File: src/rtl/uart_pkg.sv
// rtl/uart_pkg.sv - baud-rate table, rate codes and phase-increment calculation for the UART baud generator
package uart_pkg;

   typedef enum logic [2:0] {
      BAUD_300    = 3'd0,
      BAUD_1200   = 3'd1,
      BAUD_4800   = 3'd2,
      BAUD_9600   = 3'd3,
      BAUD_19200  = 3'd4,
      BAUD_38400  = 3'd5,
      BAUD_57600  = 3'd6,
      BAUD_115200 = 3'd7
   } baud_code_e;

   localparam int unsigned N_BAUD = 8;

   localparam logic [31:0] BAUD_TABLE [N_BAUD] = '{
      32'd300, 32'd1200, 32'd4800, 32'd9600,
      32'd19200, 32'd38400, 32'd57600, 32'd115200
   };

   // round(baud * oversample * 2^acc_w / clk_hz); the 64-bit product stays exact for any legal setup
   function automatic logic [63:0] calc_inc(input logic [31:0] baud,
                                            input int unsigned oversample,
                                            input int unsigned acc_w,
                                            input int unsigned clk_hz);
      logic [63:0] num;
      num = (64'(baud) * 64'(oversample)) << acc_w;
      return (num + 64'(clk_hz / 2)) / 64'(clk_hz);
   endfunction

endpackage

File: src/rtl/uart_tick_div.sv
// rtl/uart_tick_div.sv - mod-OVERSAMPLE sample-index counter with clear, load and registered wrap pulse
module uart_tick_div #(
   parameter  int unsigned OVERSAMPLE = 16,
   localparam int unsigned PH_W       = $clog2(OVERSAMPLE)
) (
   input  logic            clk_i,
   input  logic            rst_ni,
   input  logic            clear_i,
   input  logic            load_i,
   input  logic [PH_W-1:0] load_val_i,
   input  logic            step_i,
   output logic [PH_W-1:0] phase_o,
   output logic            wrap_o
);

   localparam logic [PH_W-1:0] LAST = PH_W'(OVERSAMPLE - 1);

   logic [PH_W-1:0] phase_q, phase_d;
   logic            wrap_q, wrap_d;

   always_comb begin
      phase_d = phase_q;
      wrap_d  = 1'b0;
      if (clear_i) begin
         phase_d = '0;
      end else if (load_i) begin
         phase_d = load_val_i;
      end else if (step_i) begin
         if (phase_q == LAST) begin
            phase_d = '0;
            wrap_d  = 1'b1;
         end else begin
            phase_d = phase_q + PH_W'(1);
         end
      end
   end

   always_ff @(posedge clk_i or negedge rst_ni) begin
      if (!rst_ni) begin
         phase_q <= '0;
         wrap_q  <= 1'b0;
      end else begin
         phase_q <= phase_d;
         wrap_q  <= wrap_d;
      end
   end

   assign phase_o = phase_q;
   assign wrap_o  = wrap_q;

endmodule

File: src/rtl/uart_baud_gen.sv
// rtl/uart_baud_gen.sv - fractional phase-accumulator UART baud generator with oversample and bit ticks
module uart_baud_gen
   import uart_pkg::*;
#(
   parameter  int unsigned CLK_HZ     = 50000000,
   parameter  int unsigned OVERSAMPLE = 16,
   parameter  int unsigned ACC_W      = 24,
   localparam int unsigned PH_W       = $clog2(OVERSAMPLE)
) (
   input  logic            clk,
   input  logic            reset,
   input  logic            enable,
   input  logic [2:0]      baud_select,
   input  logic            resync,
   output logic            sample_ENABLE,
   output logic            bit_tick,
   output logic [PH_W-1:0] bit_phase
);

   if (OVERSAMPLE < 4 || OVERSAMPLE > 32) begin : g_bad_os
      $error("uart_baud_gen: OVERSAMPLE must lie in 4..32");
   end

   logic [ACC_W-1:0] inc_tab [N_BAUD];

   for (genvar g = 0; g < N_BAUD; g++) begin : g_inc
      localparam logic [63:0] INC = calc_inc(BAUD_TABLE[g], OVERSAMPLE, ACC_W, CLK_HZ);
      if (INC == 64'd0 || INC >= (64'd1 << ACC_W)) begin : g_bad_inc
         $error("uart_baud_gen: increment out of range for this CLK_HZ/OVERSAMPLE/ACC_W");
      end
      assign inc_tab[g] = INC[ACC_W-1:0];
   end

   logic [1:0]       rst_sync_q;
   logic             run_ok;
   baud_code_e       baud_q;
   logic             baud_chg_q;
   logic             resync_pend_q;
   logic [ACC_W-1:0] acc_q, acc_d;
   logic             sample_q, sample_d;
   logic [ACC_W:0]   sum;
   logic             baud_diff;
   logic             ph_clear, ph_load;

   assign run_ok    = rst_sync_q[1];
   assign baud_diff = (baud_select != baud_q);

   always_ff @(posedge clk or negedge reset) begin
      if (!reset) begin
         rst_sync_q <= '0;
      end else begin
         rst_sync_q <= {rst_sync_q[0], 1'b1};
      end
   end

   // Carry out of the accumulator is the sample strobe; priority enable > baud change > resync > count
   always_comb begin
      sum      = {1'b0, acc_q} + {1'b0, inc_tab[baud_q]};
      acc_d    = sum[ACC_W-1:0];
      sample_d = sum[ACC_W];
      ph_clear = 1'b0;
      ph_load  = 1'b0;
      if (!run_ok || !enable) begin
         acc_d    = '0;
         sample_d = 1'b0;
         ph_clear = 1'b1;
      end else if (baud_chg_q) begin
         acc_d    = '0;
         sample_d = 1'b0;
         ph_load  = resync | resync_pend_q;
         ph_clear = ~ph_load;
      end else if (resync) begin
         acc_d    = '0;
         sample_d = 1'b0;
         ph_load  = 1'b1;
      end
   end

   // While the reset synchroniser fills, the rate code is tracked without raising a change
   always_ff @(posedge clk or negedge reset) begin
      if (!reset) begin
         baud_q        <= BAUD_300;
         baud_chg_q    <= 1'b0;
         resync_pend_q <= 1'b0;
         acc_q         <= '0;
         sample_q      <= 1'b0;
      end else begin
         acc_q    <= acc_d;
         sample_q <= sample_d;
         baud_q   <= baud_code_e'(baud_select);
         if (!run_ok) begin
            baud_chg_q    <= 1'b0;
            resync_pend_q <= 1'b0;
         end else begin
            baud_chg_q    <= baud_diff;
            resync_pend_q <= resync & enable & baud_diff;
         end
      end
   end

   uart_tick_div #(
      .OVERSAMPLE(OVERSAMPLE)
   ) u_tick_div (
      .clk_i     (clk),
      .rst_ni    (reset),
      .clear_i   (ph_clear),
      .load_i    (ph_load),
      .load_val_i(PH_W'(OVERSAMPLE / 2)),
      .step_i    (sample_d),
      .phase_o   (bit_phase),
      .wrap_o    (bit_tick)
   );

   assign sample_ENABLE = sample_q;

endmodule

File: config.mk
export PLATFORM = sky130hd
export DESIGN_NAME = uart_baud_gen
export DESIGN_NICKNAME = d
export VERILOG_FILES = /design/src/rtl/uart_pkg.sv /design/src/rtl/uart_tick_div.sv /design/src/rtl/uart_baud_gen.sv
export SDC_FILE = /design/constraint.sdc
export NUM_CORES = 1
export LEC_CHECK = 0
export CAP_MARGIN = 20
export CORE_AREA = 4 4 74 76
export CTS_CLUSTER_SIZE = 10
export DETAILED_ROUTE_END_ITERATION = 7
export DIE_AREA = 0 0 78 80
export MAX_ROUTING_LAYER = met4
export PLACE_DENSITY_LB_ADDON = 0.3
export RECOVER_POWER = 100
export SKIP_LAST_GASP = 1
export SLEW_MARGIN = 25
export SYNTH_ARGS = -nofsm -noshare
export SYNTH_HDL_FRONTEND = slang
export SYNTH_SLANG_ARGS = --single-unit
File: constraint.sdc
create_clock -name clk -period 7.4 [get_ports clk]
set_clock_uncertainty 0.1 [all_clocks]
set_input_delay 1.11 -clock clk [delete_from_list [all_inputs] [get_ports clk]]
set_output_delay 1.11 -clock clk [all_outputs]
set_load 0.02 [all_outputs]
# Word-level counts from Yosys, hierarchy flattened
# Memories as Yosys holds them, arrays and structs flattened.
# Index checks and enable logic that the tools add are counted.
[word_totals] register_bits=37 mem_count=1 rom_bits=192 input_bits=7 word_cells=46 out_inout_bits=6
[op_classes] eq_ne=2 mux=23 add_sub_neg=2 magnitude_cmp=1 n_reduce_logical=4 bitwise=5
[mem_list] name="(name not given)" depth=8 word_bits=24 read_ports=1 rd_clocked_by_memory_dff=0 write_ports=0 line="uart_baud_gen.sv:58" rtl="sum = {1'b0, acc_q} + {1'b0, inc_tab[baud_q]};"
[ops] operator="24-bit 2-to-1 mux" count=5
[ops] operator="24-bit by 24-bit adder with 25-bit output" count=1
[ops] operator="4-bit 2-to-1 mux" count=4
[ops] operator="1-bit 2-to-1 mux" count=14
[ops] operator="4-bit by 1-bit adder with 4-bit output (second input constant)" count=1
[ops] operator="4-bit == test (second input constant)" count=1
[ops] operator="4-bit greater-or-equal comparator (second input constant)" count=1
[ops] operator="3-bit inverter with 4-bit output" count=1
[ops] operator="3-bit != test" count=1
[ops] operator="3-bit nonzero test" count=1
[ops] operator="1-bit AND" count=2
[ops] operator="1-bit zero test" count=2
[ops] operator="1-bit logical OR" count=1
[ops] operator="1-bit inverter" count=1
[ops] operator="1-bit bitwise OR" count=1

# Logic depth before layout (Yosys ltp)
# Gate-level depths: netlist of the first run.
[logic_depth] word_depth=11 ltp_mapped=14

# Hierarchy
# From an unflattened synthesis of the first run, not the netlist that was laid out.
[unflattened] cells_unflattened=299 area_unflattened_um2=2707.6
[by_module_without_submodules] module="uart_baud_gen" cells_each=271 n_inst=1 area_per_inst_um2=2441.1
[by_module_without_submodules] module="uart_tick_div" cells_each=28 n_inst=1 area_per_inst_um2=266.5

# Worst setup path after synthesis of the first run
# No wires, ideal clock.
[synth_path] kind="flip-flop to flip-flop" startpoint="register baud_q[0]" endpoint="register acc_q[22]" setup_slack_ns=4.277 required_ns=7.221 synth_period_minus_slack_ns=3.123 setup_ns=0.079 path_stages_with_launch=14 t_arrival_ns=2.943 cell_sequence="dfrtp_1 > clkbuf_1 > inv_1 > ha_1 > o21ai_0 > ha_1 > inv_1 > fa_1 > nand2b_1 > a211oi_1 > o31ai_2 > a21oi_1 > o41a_1 > mux2i_1"
[synth_between] elab_chain_cells=8
[synth_rtl] item="start: declaration" line="uart_baud_gen.sv:36" rtl="baud_code_e baud_q;"
[synth_rtl] item="start signal: assignment" line="uart_baud_gen.sv:90" rtl="baud_q <= baud_code_e'(baud_select);"
[synth_rtl] item="3-bit inverter with 4-bit output (implied by the code)" line="uart_baud_gen.sv:58"
[synth_rtl] item="memory read 8 x 24 bit"
[synth_rtl] item="24-bit 2-to-1 mux (implied by the code) (2 in a row)" line="uart_baud_gen.sv:58"
[synth_rtl] item="24-bit by 24-bit adder with 25-bit output" line="uart_baud_gen.sv:58"
[synth_rtl] item="24-bit 2-to-1 mux" line="uart_baud_gen.sv:72" rtl="end else if (resync) begin"
[synth_rtl] item="24-bit 2-to-1 mux" line="uart_baud_gen.sv:67" rtl="end else if (baud_chg_q) begin"
[synth_rtl] item="24-bit 2-to-1 mux" line="uart_baud_gen.sv:63" rtl="if (!run_ok || !enable) begin"
[synth_rtl] item="net acc_d[22]" line="uart_baud_gen.sv:39" rtl="logic [ACC_W-1:0] acc_q, acc_d;"
[synth_rtl] item="end signal: assignment" line="uart_baud_gen.sv:85" rtl="acc_q <= '0;"
[synth_rtl] item="end signal: assignment" line="uart_baud_gen.sv:88" rtl="acc_q <= acc_d;"
[synth_rtl] item="end: declaration" line="uart_baud_gen.sv:39"
# The timed path passes the listed nets, and every way through them passes these cells. The select of a mux whose other input is x is not followed.
# A chain may end at the register's enable or synchronous reset.

# Worst setup path after layout of the first run
[layout_path] startpoint="register baud_q[2]" endpoint="register u_tick_div.phase_q[1], in the netlist u_tick_div.phase_o[1]"
[layout_between] elab_chain_cells=9
[layout_rtl] item="3-bit inverter with 4-bit output (implied by the code)" line="uart_baud_gen.sv:58"
[layout_rtl] item="memory read 8 x 24 bit"
[layout_rtl] item="24-bit 2-to-1 mux (implied by the code) (2 in a row)" line="uart_baud_gen.sv:58"
[layout_rtl] item="24-bit by 24-bit adder with 25-bit output" line="uart_baud_gen.sv:58"
[layout_rtl] item="1-bit 2-to-1 mux" line="uart_baud_gen.sv:72"
[layout_rtl] item="1-bit 2-to-1 mux" line="uart_baud_gen.sv:67"
[layout_rtl] item="1-bit 2-to-1 mux" line="uart_baud_gen.sv:63"
[layout_rtl] item="3-bit nonzero test (no source line)"
[layout_rtl] item="end signal: assignment" line="uart_tick_div.sv:43" rtl="phase_q <= phase_d;"
[layout_rtl] item="end: declaration" line="uart_tick_div.sv:18" rtl="logic [PH_W-1:0] phase_q, phase_d;"
# Every way passes these cells. The select of a mux whose other input is x is not followed.

==> flow_summary_export.csv, run 1 <==
group,metric,value,unit
logic_synthesis,synth_fa_ha_area_share,14.4,%
setup_path,cp-start-kind,"flip-flop",
floorplan,pin_count,13,
layout,drive_gt1_share,3.92,%
outcome,violations,"max-capacitance violations, max-slew violations",
drt,wl,6100,um
setup_path,cp.buffers_inverters,1,
place,dpl_worst_slack,3.89,ns
global_route,overflow,0,
logic_synthesis,syn_avg_cell_area,8.71,um2
logic_synthesis,synth_compound_area_share,18.7,%
setup_path,worst-path-max-fanout,18,
sta,finalHoldViolations,0,
power_and_ir_drop,vdd_drop_max,137,uV
drt,vias,2379,
clocking,holdBufCountCts,0,
floorplan,row_count,25,
layout,antenna_cells,0,
drt,wl_met3,385,um
sta,setup_viol,0,
drt,dr_wl_met2,2710,um
logic_synthesis,synth-edff-count,0,
layout,final_cell_mix,"nor2_1 (38), dfrtp_1 (37), ha_1 (31)",
floorplan,die_area,6240,um2
logic_synthesis,seq_area_frac_synth,32.7,%
sta,relSlewSlack,-31.8,%
setup_path,critical_path.startpoint,"baud_q[2]",
floorplan,core,4720,um2
layout,stdcell_count,399,
logic_synthesis,synthSimpleGateAreaFrac,20.8,%
setup_path,worst-path-stages,10,
setup_path,crit_arrival,3.83,ns
sta,final-max-slew-violation-count,38,
place,portBuffers,12,
layout,register_area,926,um2
floorplan,die_height,80,um
sta,holdWs,0.264,ns
setup_path,worst-r2r-cell-count,10,
clocking,cts_buffers,5,
outcome,outcome,"finished, violations left",
floorplan,die_width,78,um
setup_path,cp.required,7.52,ns
drt,met1_length,2850,um
logic_synthesis,ys_warn_count,0,
drt,antenna_left,0,
place,dp_cells,391,
setup_path,critPathSlowestCell,"dfrtp_1",
place,routabilityCongestion,1.07,
logic_synthesis,ys_async_sr_fraction,100,%
clocking,cts_resized,0,
clocking,h-tree-depth,2,
sta,tightest_slew,1.98,ns
sta,grt_setup_unrepaired,"false",
setup_path,critPathMostFrequentCell,"nor2_1",
clocking,clock_sink_count,37,
floorplan,start_util,59.9,%
logic_synthesis,synthCells,325,
setup_path,cpPeakStageDelay,0.69,ns
sta,worst_slack,3.69,ns
clocking,tritoncts,"done",
min_path,hold_path.class,"reg2reg",
power_and_ir_drop,total_power,0.483,mW
clocking,clock-root-buffer,"clkbuf_8",
logic_synthesis,synth_cell_type_count,46,
layout,fillers,402,
layout,multiInputGateArea,1750,um2
drt,viasPerCell,5.96,
sta,setup_tns,0,ns
drt,drt-wirelength-per-cell,15.3,um
clocking,cts_setup_buffers,0,
sta,post-route-period-util,50.1,%
global_route,antenna_found_initial,0,
global_route,grtUsageTotal,22.0,%
clocking,clk-insertion-delay-late,0.29,ns
setup_path,path_cells,"clkinv_1 -> nor3_1 -> nor2_1 -> ha_1 -> a21o_1 -> a31oi_1 -> nor2_1 -> a311o_2 -> o21ai_0 -> mux2i_1",
clocking,path_clk_slew,0.08,ns
clocking,cts_buffer_depth,2,
flow_run,maxCapViolations,1,
setup_path,rr_endpoint,"u_tick_div.phase_o[1]",
logic_synthesis,synth_nets,364,
layout,layout_commonest_cell,"nor2_1",
sta,fmax,270,MHz
power_and_ir_drop,leakagePower,1.46,nW
setup_path,cp-end-kind,"flip-flop",
global_route,grt_pass1_wl,10500,um
logic_synthesis,synth-main-ff-cell,"dfrtp_1",
global_route,grt_max_degree,38,
drt,drc_errors,0,
power_and_ir_drop,power_density,159,nW/um2
drt,highest_layer,"met4",
sta,post-route-min-period,3.71,ns
drt,drt-initial-drc-count,229,
layout,num-nets-final,370,
setup_path,r2r_slack,3.69,ns
layout,area_delta_synth_final,7.52,%
logic_synthesis,synth-xor-area-share,4.33,%
global_route,grt_pass1_vias,2196,
setup_path,crit_family,"compound AO/OA/AOI/OAI gates",
place,hpwl,4510,um
logic_synthesis,synth_top_family_by_area,"simple AND/OR/NAND/NOR gates",
drt,drt_first_pass_iters,5,
logic_synthesis,synth_area,2830,um2
logic_synthesis,synth-seq-cells,37,
setup_path,path_class,"reg2reg",
logic_synthesis,synth_mux_area_share,3.89,%
setup_path,cp-endpoint,"u_tick_div.phase_o[1]",
setup_path,r2r-start,"baud_q[2]",
power by group:
group          switching, mW  internal [mW]  leakage [nW]
Combinational         0.0512         0.0321         0.902
Clock                 0.0782          0.110        0.0574
Sequential           0.00516          0.207         0.500
kinds of logic after synthesis:
family                   count (synthesis)
AND/OR/NAND/NOR                        124
AO/OA/AOI/OAI                           80
flip-flops                              37
adder cells (fa/ha/maj)                 32
buffers and inverters                   26
XOR/XNOR                                14
multiplexers                            11
other                                    1
worst min path at each step:
stage / from / end / slack [ns] / cells after the start
final: rst_sync_q[0] / rst_sync_q[1] / 0.26 / 0
after global routing: rst_sync_q[0] / rst_sync_q[1] / 0.28 / 0
after CTS: rst_sync_q[0] / rst_sync_q[1] / 0.27 / 0
after detailed placement: rst_sync_q[0] / rst_sync_q[1] / 0.26 / 0
after global placement: rst_sync_q[0] / rst_sync_q[1] / 0.24 / 0
after floorplan: rst_sync_q[0] / rst_sync_q[1] / 0.23 / 0
through the flow:
step,instance area (um2),util [%]
after floorplan,2830,-
after global placement,2940,62.3
after detailed placement,2940,62.3
after CTS,3060,64.8
after global routing,3040,64.4
final,3040,64.4
sequential cells by signal (all words and copies together) (netlist names):
name / flops
resync_pend_q: 1
u_tick_div.phase_o: 4
baud_chg_q: 1
baud_q: 3
u_tick_div.wrap_o: 1
acc_q: 24
sample_ENABLE: 1
rst_sync_q: 2
synth_stat cells (7+ instances only):
| library cell | number | area [um2] |
|---|---|---|
| inv_1 | 11 | 41.3 |
| nand2_1 | 28 | 105 |
| o21a_1 | 7 | 52.6 |
| nand4_1 | 8 | 50.1 |
| ha_1 | 31 | 388 |
| o21ai_0 | 14 | 70.1 |
| a21oi_1 | 22 | 110 |
| a21o_1 | 9 | 67.6 |
| mux2i_1 | 11 | 110 |
| a31oi_1 | 8 | 50.1 |
| xnor2_1 | 8 | 70.1 |
| dfrtp_1 | 37 | 926 |
| nor3_1 | 22 | 110 |
| nor2_1 | 38 | 143 |
layer usage:
layer	up-vias	track usage (%)
met5	-	-
met4	0	7.17
met3	19	4.18
met2	84	33.4
met1	1102	29.8
li1	1174	-
final cells by class:
class,instances,share of cell area (%)
multi-input cells,262,57.4
clock buffers,6,2.71
repair buffers,13,3.99
flip-flops and latches,37,30.4
well taps,67,2.75
inverters,12,1.48
clock inverters,2,1.23
Power figures use the tool's default switching activity.
==> run 2: changes to the inputs <==
- clock period: 7.4 -> 3.7 ns (I/O delays scaled with it)
==> run 2 against run 1 <==
The flow still finishes with violations (max-capacitance violations, max-slew violations). Critical path depth grew 2. First-iteration DRC count grew 23%. Wire length grew 0.33%. Design area shrank 0.21%. Die area is the same.
==> flow_summary_export.csv, run 2 (synthesized netlist as in run 1, its figures left out) <==
group,metric,value,unit
outcome,outcome,"finished, violations left",
outcome,violations,"max-capacitance violations, max-slew violations",
power_and_ir_drop,power_density,292,nW/um2
drt,antenna_left,0,
sta,fmax,295,MHz
setup_path,crit_arrival,3.51,ns
drt,wl_met3,297,um
sta,final-max-slew-violation-count,38,
flow_run,maxCapViolations,1,
global_route,grt_max_degree,38,
setup_path,cp-start-kind,"flip-flop",
clocking,clock-root-buffer,"clkbuf_8",
sta,worst_slack,0.315,ns
sta,tightest_slew,2.01,ns
floorplan,row_count,25,
sta,finalHoldViolations,0,
floorplan,die_width,78,um
drt,drc_errors,0,
layout,layout_commonest_cell,"nor2_1",
clocking,cts_setup_buffers,0,
power_and_ir_drop,vdd_drop_max,225,uV
place,dpl_worst_slack,0.239,ns
drt,met1_length,3030,um
global_route,antenna_found_initial,0,
setup_path,worst-path-max-fanout,11,
sta,grt_setup_unrepaired,"false",
drt,highest_layer,"met4",
sta,holdWs,0.266,ns
drt,drt_first_pass_iters,6,
layout,num-nets-final,372,
global_route,grt_pass1_vias,2239,
global_route,grtUsageTotal,21.8,%
sta,post-route-min-period,3.39,ns
layout,largest_reg_flops,24,
layout,area_delta_synth_final,7.29,%
setup_path,cp.required,3.83,ns
floorplan,die_height,80,um
floorplan,core,4720,um2
clocking,cts_buffers,5,
layout,antenna_cells,0,
drt,drt-initial-drc-count,281,
place,portBuffers,12,
layout,final_cell_mix,"nor2_1 (38), dfrtp_1 (36), ha_1 (31)",
drt,wl,6120,um
drt,viasPerCell,5.91,
clocking,holdBufCountCts,0,
drt,drt-wirelength-per-cell,15.3,um
floorplan,start_util,59.9,%
setup_path,path_class,"reg2reg",
global_route,grt_pass1_wl,10500,um
clocking,cts_buffer_depth,2,
clocking,clock_sink_count,37,
sta,relSlewSlack,-34.0,%
layout,drive_gt1_share,4.79,%
place,hpwl,4520,um
clocking,path_clk_slew,0.08,ns
global_route,overflow,0,
sta,post-route-period-util,91.5,%
power_and_ir_drop,leakagePower,1.45,nW
floorplan,pin_count,13,
layout,regMostFlops,"acc_q",
floorplan,die_area,6240,um2
setup_path,cp-end-kind,"flip-flop",
place,routabilityCongestion,0.882,
sta,setup_tns,0,ns
clocking,tritoncts,"done",
clocking,h-tree-depth,2,
drt,dr_wl_met2,2740,um
clocking,clk-insertion-delay-late,0.30,ns
min_path,hold_path.class,"reg2reg",
drt,vias,2370,
sta,setup_viol,0,
-- run 2: changes by cell type in the layout (fill, tap and decap cells not counted), sizes merged --
cell / change
clkinvlp: +2
clkbuf: -1
bufinv: -1
buf: +2
-- run 2: what timing repair did --
item                                    in CTS  in global routing
endpoints found under the setup margin       0                  2
gates resized for setup                      0                  1
hold endpoints to repair                     0                  0
-- run 2: cell type report --
| cell class | count | area, um2 |
|---|---|---|
| clock inverters | 3 | 22.5 |
| repair buffers | 15 | 136 |
| fillers | 395 | 1690 |
| flip-flops and latches | 37 | 927 |
| clock buffers | 5 | 68.8 |
| inverters | 12 | 45.0 |
| well taps | 67 | 83.8 |
| multi-input cells | 262 | 1750 |
-- run 2: layer usage --
layer	track usage, %	up-vias
met2	33.8	70
met5	-	-
met3	4.29	5
met1	29.6	1121
met4	5.42	0
li1	-	1174
-- run 2: through the flow --
stage	utilization [%]	instance area (um2)	std cells	total power [mW]
final	64.3	3040	401	0.886
after global routing	64.3	3040	401	0.935
after CTS	64.5	3050	401	0.892
after detailed placement	62.6	2960	393	0.600
after global placement	62.6	2960	393	0.596
after floorplan	-	2830	325	0.560
-- run 2: worst max-delay path: stages (launching register included) --
cell and delay [ns]:
dfrtp_2 0.47, inv_1 0.15, ha_1 0.35, o21ai_0 0.21
ha_1 0.23, inv_1 0.06, fa_1 0.39, nand2b_1 0.21
a211oi_1 0.35, o31ai_1 0.17, a21oi_1 0.25, o41a_1 0.18
mux2i_1 0.19
-- run 2: final timing paths --
path	from	end	slack, ns	depth (start not counted)
max	baud_q[0]	acc_q[22]	0.32	12
min in group asynchronous	reset	acc_q[8]	0.71	1
max in group asynchronous	reset	baud_q[0]	1.47	1
max reg2reg	baud_q[0]	acc_q[22]	0.32	12
min	rst_sync_q[0]	rst_sync_q[1]	0.27	0
min reg2reg	rst_sync_q[0]	rst_sync_q[1]	0.27	0
-- run 2: where the power goes --
part | internal [mW] | switching (mW) | leakage [nW] | total (mW)
Clock | 0.132 | 0.162 | 0.0364 | 0.294
Sequential | 0.414 | 0.00823 | 0.499 | 0.422
Combinational | 0.0655 | 0.105 | 0.918 | 0.170
Total | 0.612 | 0.275 | 1.45 | 0.886
==> run 3: changes to the inputs <==
- CTS_CLUSTER_DIAMETER: default -> 100
==> results of run 3 <==
No change in the layout: final DEF, timing and power equal those of run 2.
